### src/rtl/fifo_read_adapter.sv
// Purpose: drains sync_fifo's request/response read port into a valid/ready stream (optional stats: FIFO_READ_ADAPTER_STATS_EN).
// Latency: read issued in cycle t, word captured at end of t+1, o_VALID in t+2; 1 word/cycle sustained.
// Backpressure: reads issue only while the 2-entry buffer can absorb all in-flight words; output held while stalled.
module fifo_read_adapter #(
  parameter int p_DATA_WIDTH = 8
) (
  input  logic                    i_CLK,
  input  logic                    i_RESET_N,
  input  logic                    i_FIFO_EMPTY,
  input  logic                    i_FIFO_ALMOST_EMPTY,
  input  logic [p_DATA_WIDTH-1:0] i_FIFO_DATA,
  output logic                    o_FIFO_READ_REQUEST,
  output logic                    o_VALID,
  input  logic                    i_READY,
  output logic [p_DATA_WIDTH-1:0] o_DATA
`ifdef FIFO_READ_ADAPTER_STATS_EN
  ,
  output logic [15:0]             o_BEAT_COUNT,
  output logic [15:0]             o_STALL_COUNT
`endif
);

  logic [1:0]              r_COUNT;
  logic                    r_INFLIGHT;
  logic [p_DATA_WIDTH-1:0] r_BUF [0:1];
  logic                    r_HEAD;
  logic                    r_TAIL;

  logic                    w_POP;
  logic                    w_PUSH;
  logic [2:0]              w_CREDIT;
  logic                    w_CREDIT_OK;
  logic                    w_FLAG_OK;

  assign o_VALID = (r_COUNT != 2'd0);
  assign o_DATA  = r_BUF[r_HEAD];
  assign w_POP   = o_VALID & i_READY;
  assign w_PUSH  = r_INFLIGHT;

  // Occupancy the buffer would hold after this edge if nothing new were requested.
  // w_POP implies r_COUNT >= 1, so this never underflows.
  assign w_CREDIT    = {1'b0, r_COUNT} + {2'b00, r_INFLIGHT} - {2'b00, w_POP};
  assign w_CREDIT_OK = (w_CREDIT < 3'd2);

  // FIFO flags lag its occupancy by one cycle: with a read already in flight the
  // empty flag may be stale, so the almost-empty flag must also be clear.
  assign w_FLAG_OK = ~i_FIFO_EMPTY & (~r_INFLIGHT | ~i_FIFO_ALMOST_EMPTY);

  // Gated by reset so the strobe drops immediately on assertion.
  assign o_FIFO_READ_REQUEST = w_CREDIT_OK & w_FLAG_OK & i_RESET_N;

  // Occupancy, in-flight marker and ring pointers.
  always_ff @(posedge i_CLK or negedge i_RESET_N) begin
    if (!i_RESET_N) begin
      r_COUNT    <= 2'd0;
      r_INFLIGHT <= 1'b0;
      r_HEAD     <= 1'b0;
      r_TAIL     <= 1'b0;
    end else begin
      r_COUNT    <= r_COUNT + {1'b0, w_PUSH} - {1'b0, w_POP};
      r_INFLIGHT <= o_FIFO_READ_REQUEST;
      if (w_POP)  r_HEAD <= ~r_HEAD;
      if (w_PUSH) r_TAIL <= ~r_TAIL;
    end
  end

  // Capture the FIFO's registered output the cycle after each read; cleared on
  // reset so o_DATA reads zero while reset is held.
  always_ff @(posedge i_CLK or negedge i_RESET_N) begin
    if (!i_RESET_N) begin
      r_BUF[0] <= '0;
      r_BUF[1] <= '0;
    end else if (w_PUSH) begin
      r_BUF[r_TAIL] <= i_FIFO_DATA;
    end
  end

`ifdef FIFO_READ_ADAPTER_STATS_EN
  logic [15:0] r_BEAT_COUNT;
  logic [15:0] r_STALL_COUNT;

  // Saturating counters of accepted beats and consumer-stall cycles.
  always_ff @(posedge i_CLK or negedge i_RESET_N) begin
    if (!i_RESET_N) begin
      r_BEAT_COUNT  <= 16'd0;
      r_STALL_COUNT <= 16'd0;
    end else begin
      if (w_POP && (r_BEAT_COUNT != 16'hFFFF))
        r_BEAT_COUNT <= r_BEAT_COUNT + 16'd1;
      if (o_VALID && !i_READY && (r_STALL_COUNT != 16'hFFFF))
        r_STALL_COUNT <= r_STALL_COUNT + 16'd1;
    end
  end

  assign o_BEAT_COUNT  = r_BEAT_COUNT;
  assign o_STALL_COUNT = r_STALL_COUNT;
`endif

endmodule
### config.mk
export PLATFORM = sky130hd
export DESIGN_NAME = fifo_read_adapter
export DESIGN_NICKNAME = d
export VERILOG_FILES = /design/src/rtl/fifo_read_adapter.sv
export SDC_FILE = /design/constraint.sdc
export NUM_CORES = 1
export LEC_CHECK = 0
export ABC_AREA = 1
export CAP_MARGIN = 5
export CELL_PAD_IN_SITES_DETAIL_PLACEMENT = 1
export CELL_PAD_IN_SITES_GLOBAL_PLACEMENT = 1
export CORE_MARGIN = 1
export CORE_UTILIZATION = 36
export DETAILED_ROUTE_END_ITERATION = 8
export PLACE_DENSITY = 0.86
export RECOVER_POWER = 50
export SYNTH_ARGS = -nofsm -noshare
export SYNTH_HDL_FRONTEND = slang
export SYNTH_SLANG_ARGS = --single-unit
### constraint.sdc
create_clock -name i_CLK -period 2.8 [get_ports i_CLK]
set_input_delay 0.56 -clock i_CLK [delete_from_list [all_inputs] [get_ports i_CLK]]
set_output_delay 0.56 -clock i_CLK [all_outputs]
set_load 0.01 [all_outputs]
### Word level (Yosys, flattened, before mapping)

Index checks and enable logic that the tools add are counted.
Widths: inputs -> output; s select.

* flip-flop bits (word level): 21
* bits of input ports: 13
* word-level logic and storage cells: 34

* add/sub/neg operators: 4
* $lt $le $gt $ge: 4
* mux-type cells: 6
* bitwise gates (word level): 12
* reductions and logical operators: 2

Operators by type and width (count)
* $mux 8: 4
* $bwmux 16: 1
* $demux 8 s1: 1
* $not 1->1: 5
* $and 1x1->1: 4
* $ge 2x2->1 const B: 2
* $not 1->2: 2
* $add 2x1->3: 1
* $lt 3x2->1 const B: 1
* $sub 3x1->3: 1
* $add 2x1->2: 1
* $lt 2x1->1 const B: 1
* $reduce_bool 2->1: 1
* $sub 2x1->2: 1
* $logic_and 1x1->1: 1
* $or 1x1->1: 1

### Longest topological paths before layout

* depth after elaboration: 6
* mapped depth: 10

### Worst setup path after synthesis

Ideal clock, no wire load.

* path type: in2out
* start point: input i_READY
* end point: output o_FIFO_READ_REQUEST
* arrival time: 1962 ps
* required time: 2240 ps
* path slack: 278 ps
* cell stages on the path: 9
* buffers on the path: 0
* cells stage by stage: o21ai_0 > inv_1 > ha_1 > inv_1 > ha_1 > fa_1 > nor2_1 > nand3_1 > nor2_1

* word-level cells in the longest chain between the ends: 5

Ends and longest elaborated chain
* start: declaration: line 14 `input logic i_READY,`
* $and 1x1->1: line 37 `assign w_POP = o_VALID & i_READY;`
* net w_POP: line 29 `logic w_POP;`
* $sub 3x1->3: line 42 `assign w_CREDIT = {1'b0, r_COUNT} + {2'b00, r_INFLIGHT} - {2'b00, w_POP};`
* net w_CREDIT[1]: line 31 `logic [2:0] w_CREDIT;`
* $lt 3x2->1: line 43 `assign w_CREDIT_OK = (w_CREDIT < 3'd2);`
* $and 1x1->1 (2 in series): line 50 `assign o_FIFO_READ_REQUEST = w_CREDIT_OK & w_FLAG_OK & i_RESET_N;`
* end: declaration: line 12 `output logic o_FIFO_READ_REQUEST,`

The timed path passes the listed nets, and every way through them passes these cells.

### Worst setup path after layout

* start point: register r_COUNT[0]
* end point: output o_FIFO_READ_REQUEST

* word-level cells in the longest chain between the ends: 6

Ends and longest elaborated chain
* start: declaration: line 23 `logic [1:0] r_COUNT;`
* start signal: assignment: line 60 `r_COUNT <= r_COUNT + {1'b0, w_PUSH} - {1'b0, w_POP};`
* $reduce_bool 2->1: line 35 `assign o_VALID = (r_COUNT != 2'd0);`
* $and 1x1->1: line 37
* net w_POP: line 29
* $sub 3x1->3: line 42
* net w_CREDIT[1]: line 31
* $lt 3x2->1: line 43
* $and 1x1->1 (2 in series): line 50

The timed path passes the listed nets, and every way through them passes these cells.

==> out/results.tsv <==
stage	metric	value	unit
floorplan	core	0.002734	mm^2
layout	stdcell_count	176	
logic_synthesis	synth-seq-cells	21	
logic_synthesis	synth_area_per_cell	8.931	um^2
cts	htree_levels	1	
sta	holdWs	0.4982	ns
power_and_ir_drop	power_leakage	0.6797	nW
sta	finalClockSkew	0.001350	ns
layout	syn_to_final_growth	26.69	%
critical_path	path_max_fanout	2	
layout	nNetsFinal	162	
critical_path	arrival	2.36	ns
drt	ant_nets	0	
logic_synthesis	synth_area_leaders	dfrtp_1, nand2_1, o21ai_2	
run	maxCapViolations	0	
sta	max_freq	0.3421	GHz
sta	period_minus_slack	2.923	ns
sta	setup_violations	1	
drt	vias	842	
logic_synthesis	synth-edff-count	0	
sta	setup-tns-final	-0.1235	ns
placed_design	dp_slack	-0.7924	ns
logic_synthesis	syn_nets	132	
cts	clk_path_buf_depth	2	
critical_path	cp-end-kind	output pin	
sta	hold_viol	0	
critical_path	path_cells	o21ai_2 > inv_1 > ha_1 > inv_1 > ha_2 > fa_1 > nor2_1 > nand3_1 > nor2_1 > buf_2	
placed_design	gp_congestion	0.7303	
logic_synthesis	ys_types	14	
power_and_ir_drop	irDropWorstVdd	588.0	uV
floorplan	die_w	55.65	um
logic_synthesis	ys_seq_area_share	50.72	%
drt	initialDrtViolationCount	8	
sta	slew_headroom	24.13	%
logic_synthesis	yosysWarnings	0	
drt	dr.pass1.iters	4	
drt	wire_per_inst	12.89	um
logic_synthesis	synth_most_common_cell	nand2_1	
sta	fin_crit_sh	104.4	%
cts	cts_buffers	3	
logic_synthesis	yosysTopAreaCell	dfrtp_1	
sta	slew_viol_final	0	
logic_synthesis	synth_fa_ha_area_share	4.348	%
layout	fill_cells	326	
logic_synthesis	synth_ff_type	dfrtp_1	
drt	drc	0	
layout	drive_above_1_share	18.62	%
sta	rsz0062_at_grt	true	
layout	final_area	0.001313	mm^2
logic_synthesis	async_flop_share	100.0	%
cts	cts.sinks	21	
sta	worstMarginPinSlew	1.138	ns
global_route	grt_pass1_vias	926	
floorplan	die_area	0.003096	mm^2
logic_synthesis	synth_top_cell_area_share	50.72	%
logic_synthesis	yosys-mux-area-fraction	0	%
cts	hold_buffers	0	
critical_path	required	2.24	ns
critical_path	start_kind	flop	
min_path	hp-class	flop to flop	
power_and_ir_drop	p_per_area	1156	mW/mm^2
logic_synthesis	syn-instance-count	116	
cts	cts-root-buf	clkbuf_4	
global_route	grt_antenna_before_repair	0	
floorplan	die_height	55.65	um
placed_design	place_hpwl	1669	um
critical_path	critPathSlowestCell	fa_1	
global_route	grt_max_degree	22	
cts	cts_tree	yes	
global_route	grt_pass1_wl	4015	um
outcome	status	complete, but fails checks	
global_route	grt_use_total	16.21	%
logic_synthesis	synth-xor-area-share	0	%
floorplan	row_count	19	
logic_synthesis	yosys.area_share.simple	21.86	%
placed_design	post_dp_cell_area	0.001303	mm^2
logic_synthesis	yosys-top-cells-count	nand2_1, dfrtp_1, inv_1, o21ai_2	
global_route	grt_overflow_total	0	
drt	wirelength	2268	um
critical_path	worstSetupPathType	flop to output pin	
outcome	violations	negative setup slack	
floorplan	io_pins	23	
placed_design	port-buffer-count	22	
drt	routed_via_density	4.784	
logic_synthesis	synth-compound-area-share	14.01	%
cts	insertion_delay	0.30	ns
logic_synthesis	synth_top_family_by_area	simple AND/OR/NAND/NOR gates	
logic_synthesis	syn_area	0.001036	mm^2
floorplan	start_util	37.89	%
placed_design	place_inst	171	
sta	fin_ws	-0.1235	ns
layout	diodes	0	
cts	path_clk_slew	0.12	ns
critical_path	cpPeakStageDelay	0.46	ns
## path summary, 6_finish.rpt
kind	from	end	slack, ns	depth (start not counted)
setup / recovery	r_COUNT[0]$_DFF_PN0_	o_FIFO_READ_REQUEST	-0.12	10
hold / removal	r_BUF[15]$_DFFE_PN0P_	r_BUF[15]$_DFFE_PN0P_	0.50	2
setup reg to reg	r_COUNT[0]$_DFF_PN0_	r_INFLIGHT$_DFF_PN0_	0.81	9
hold reg to reg	r_BUF[15]$_DFFE_PN0P_	r_BUF[15]$_DFFE_PN0P_	0.50	2
max in group asynchronous	i_RESET_N	r_BUF[7]$_DFFE_PN0P_	1.09	2
min in group asynchronous	i_RESET_N	r_INFLIGHT$_DFF_PN0_	1.03	2
## cells by family (layout without fill, tap and decap cells)
group / count (synthesis) / count (layout)
simple gates: 55 / 55
compound gates: 17 / 17
fa+ha+maj: 3 / 3
flops: 21 / 21
buf+inv: 20 / 49
## critical path, delay by kind of cell, from the launching register on
kind                     cells  cell delay, ns
AO/OA/AOI/OAI                1            0.16
adder cells (fa/ha/maj)      3            0.89
buffers and inverters        3            0.25
flip-flops                   1            0.42
AND/OR/NAND/NOR              3            0.33
## report_power, final
group / leakage, nW / internal [mW] / total (mW) / switching [mW]
registers: 0.252 / 0.458 / 0.568 / 0.110
logic: 0.410 / 0.402 / 0.803 / 0.401
clock network: 0.0177 / 0.0531 / 0.145 / 0.0917
## registers in the layout, summed over array words and instances (netlist names)
name / flops
r_INFLIGHT: 1
r_COUNT: 2
r_TAIL: 1
r_BUF: 16
r_HEAD: 1
## metrics by stage
stage                     power, mW  utilization [%]
after floorplan               1.041                -
after global placement        1.347            47.64
after detailed placement      1.400            47.64
after CTS                     1.558            48.70
after global routing          1.658            48.01
final                         1.517            48.01
## metal layers
layer | share of wire (%) | vias up | global-route usage (%)
met3 | 1.5 | 2 | 1.395
met5 | 0 | - | 0
met4 | 0.57 | 0 | 4.643
li1 | - | 411 | -
met1 | 45 | 421 | 20.21
met2 | 52 | 8 | 29.78
## area by class of cell
class	count	area (um^2)	area share (%)
Timing Repair Buffer	28	256.5	19.54
Clock buffer	3	22.52	1.716
Clock inverter	1	5.005	0.3813
Sequential cell	21	525.5	40.04
Tap cell	31	38.79	2.955
Multi-Input combinational cell	75	400.4	30.51
Inverter	17	63.81	4.862
## cell usage in the layout, fill, tap and decap left out
| cell | n |
|---|---|
| clkinv_1 | 1 |
| nand3_1 | 2 |
| dlygate4sd3_1 | 1 |
| buf_4 | 5 |
| buf_2 | 1 |
| ha_1 | 1 |
| o21ai_0 | 2 |
| o21ai_2 | 15 |
| clkdlybuf4s15_1 | 1 |
| clkbuf_4 | 3 |
| nand2_2 | 1 |
| clkinv_2 | 1 |
| inv_1 | 16 |
| clkdlybuf4s50_1 | 19 |
| ha_2 | 1 |
| fa_1 | 1 |
| nand2_1 | 50 |
| nor2_1 | 2 |
| dfrtp_1 | 21 |
| clkbuf_1 | 1 |
## repair_timing
item / 4_1_cts / 5_1_grt
hold endpoints to repair: 0 / 0
pin swaps: 5 / 6
setup endpoints to repair: 1 / 1
setup buffers: 0 / 1
gates resized for setup: 9 / 0
(Power assumes the default switching activity.)
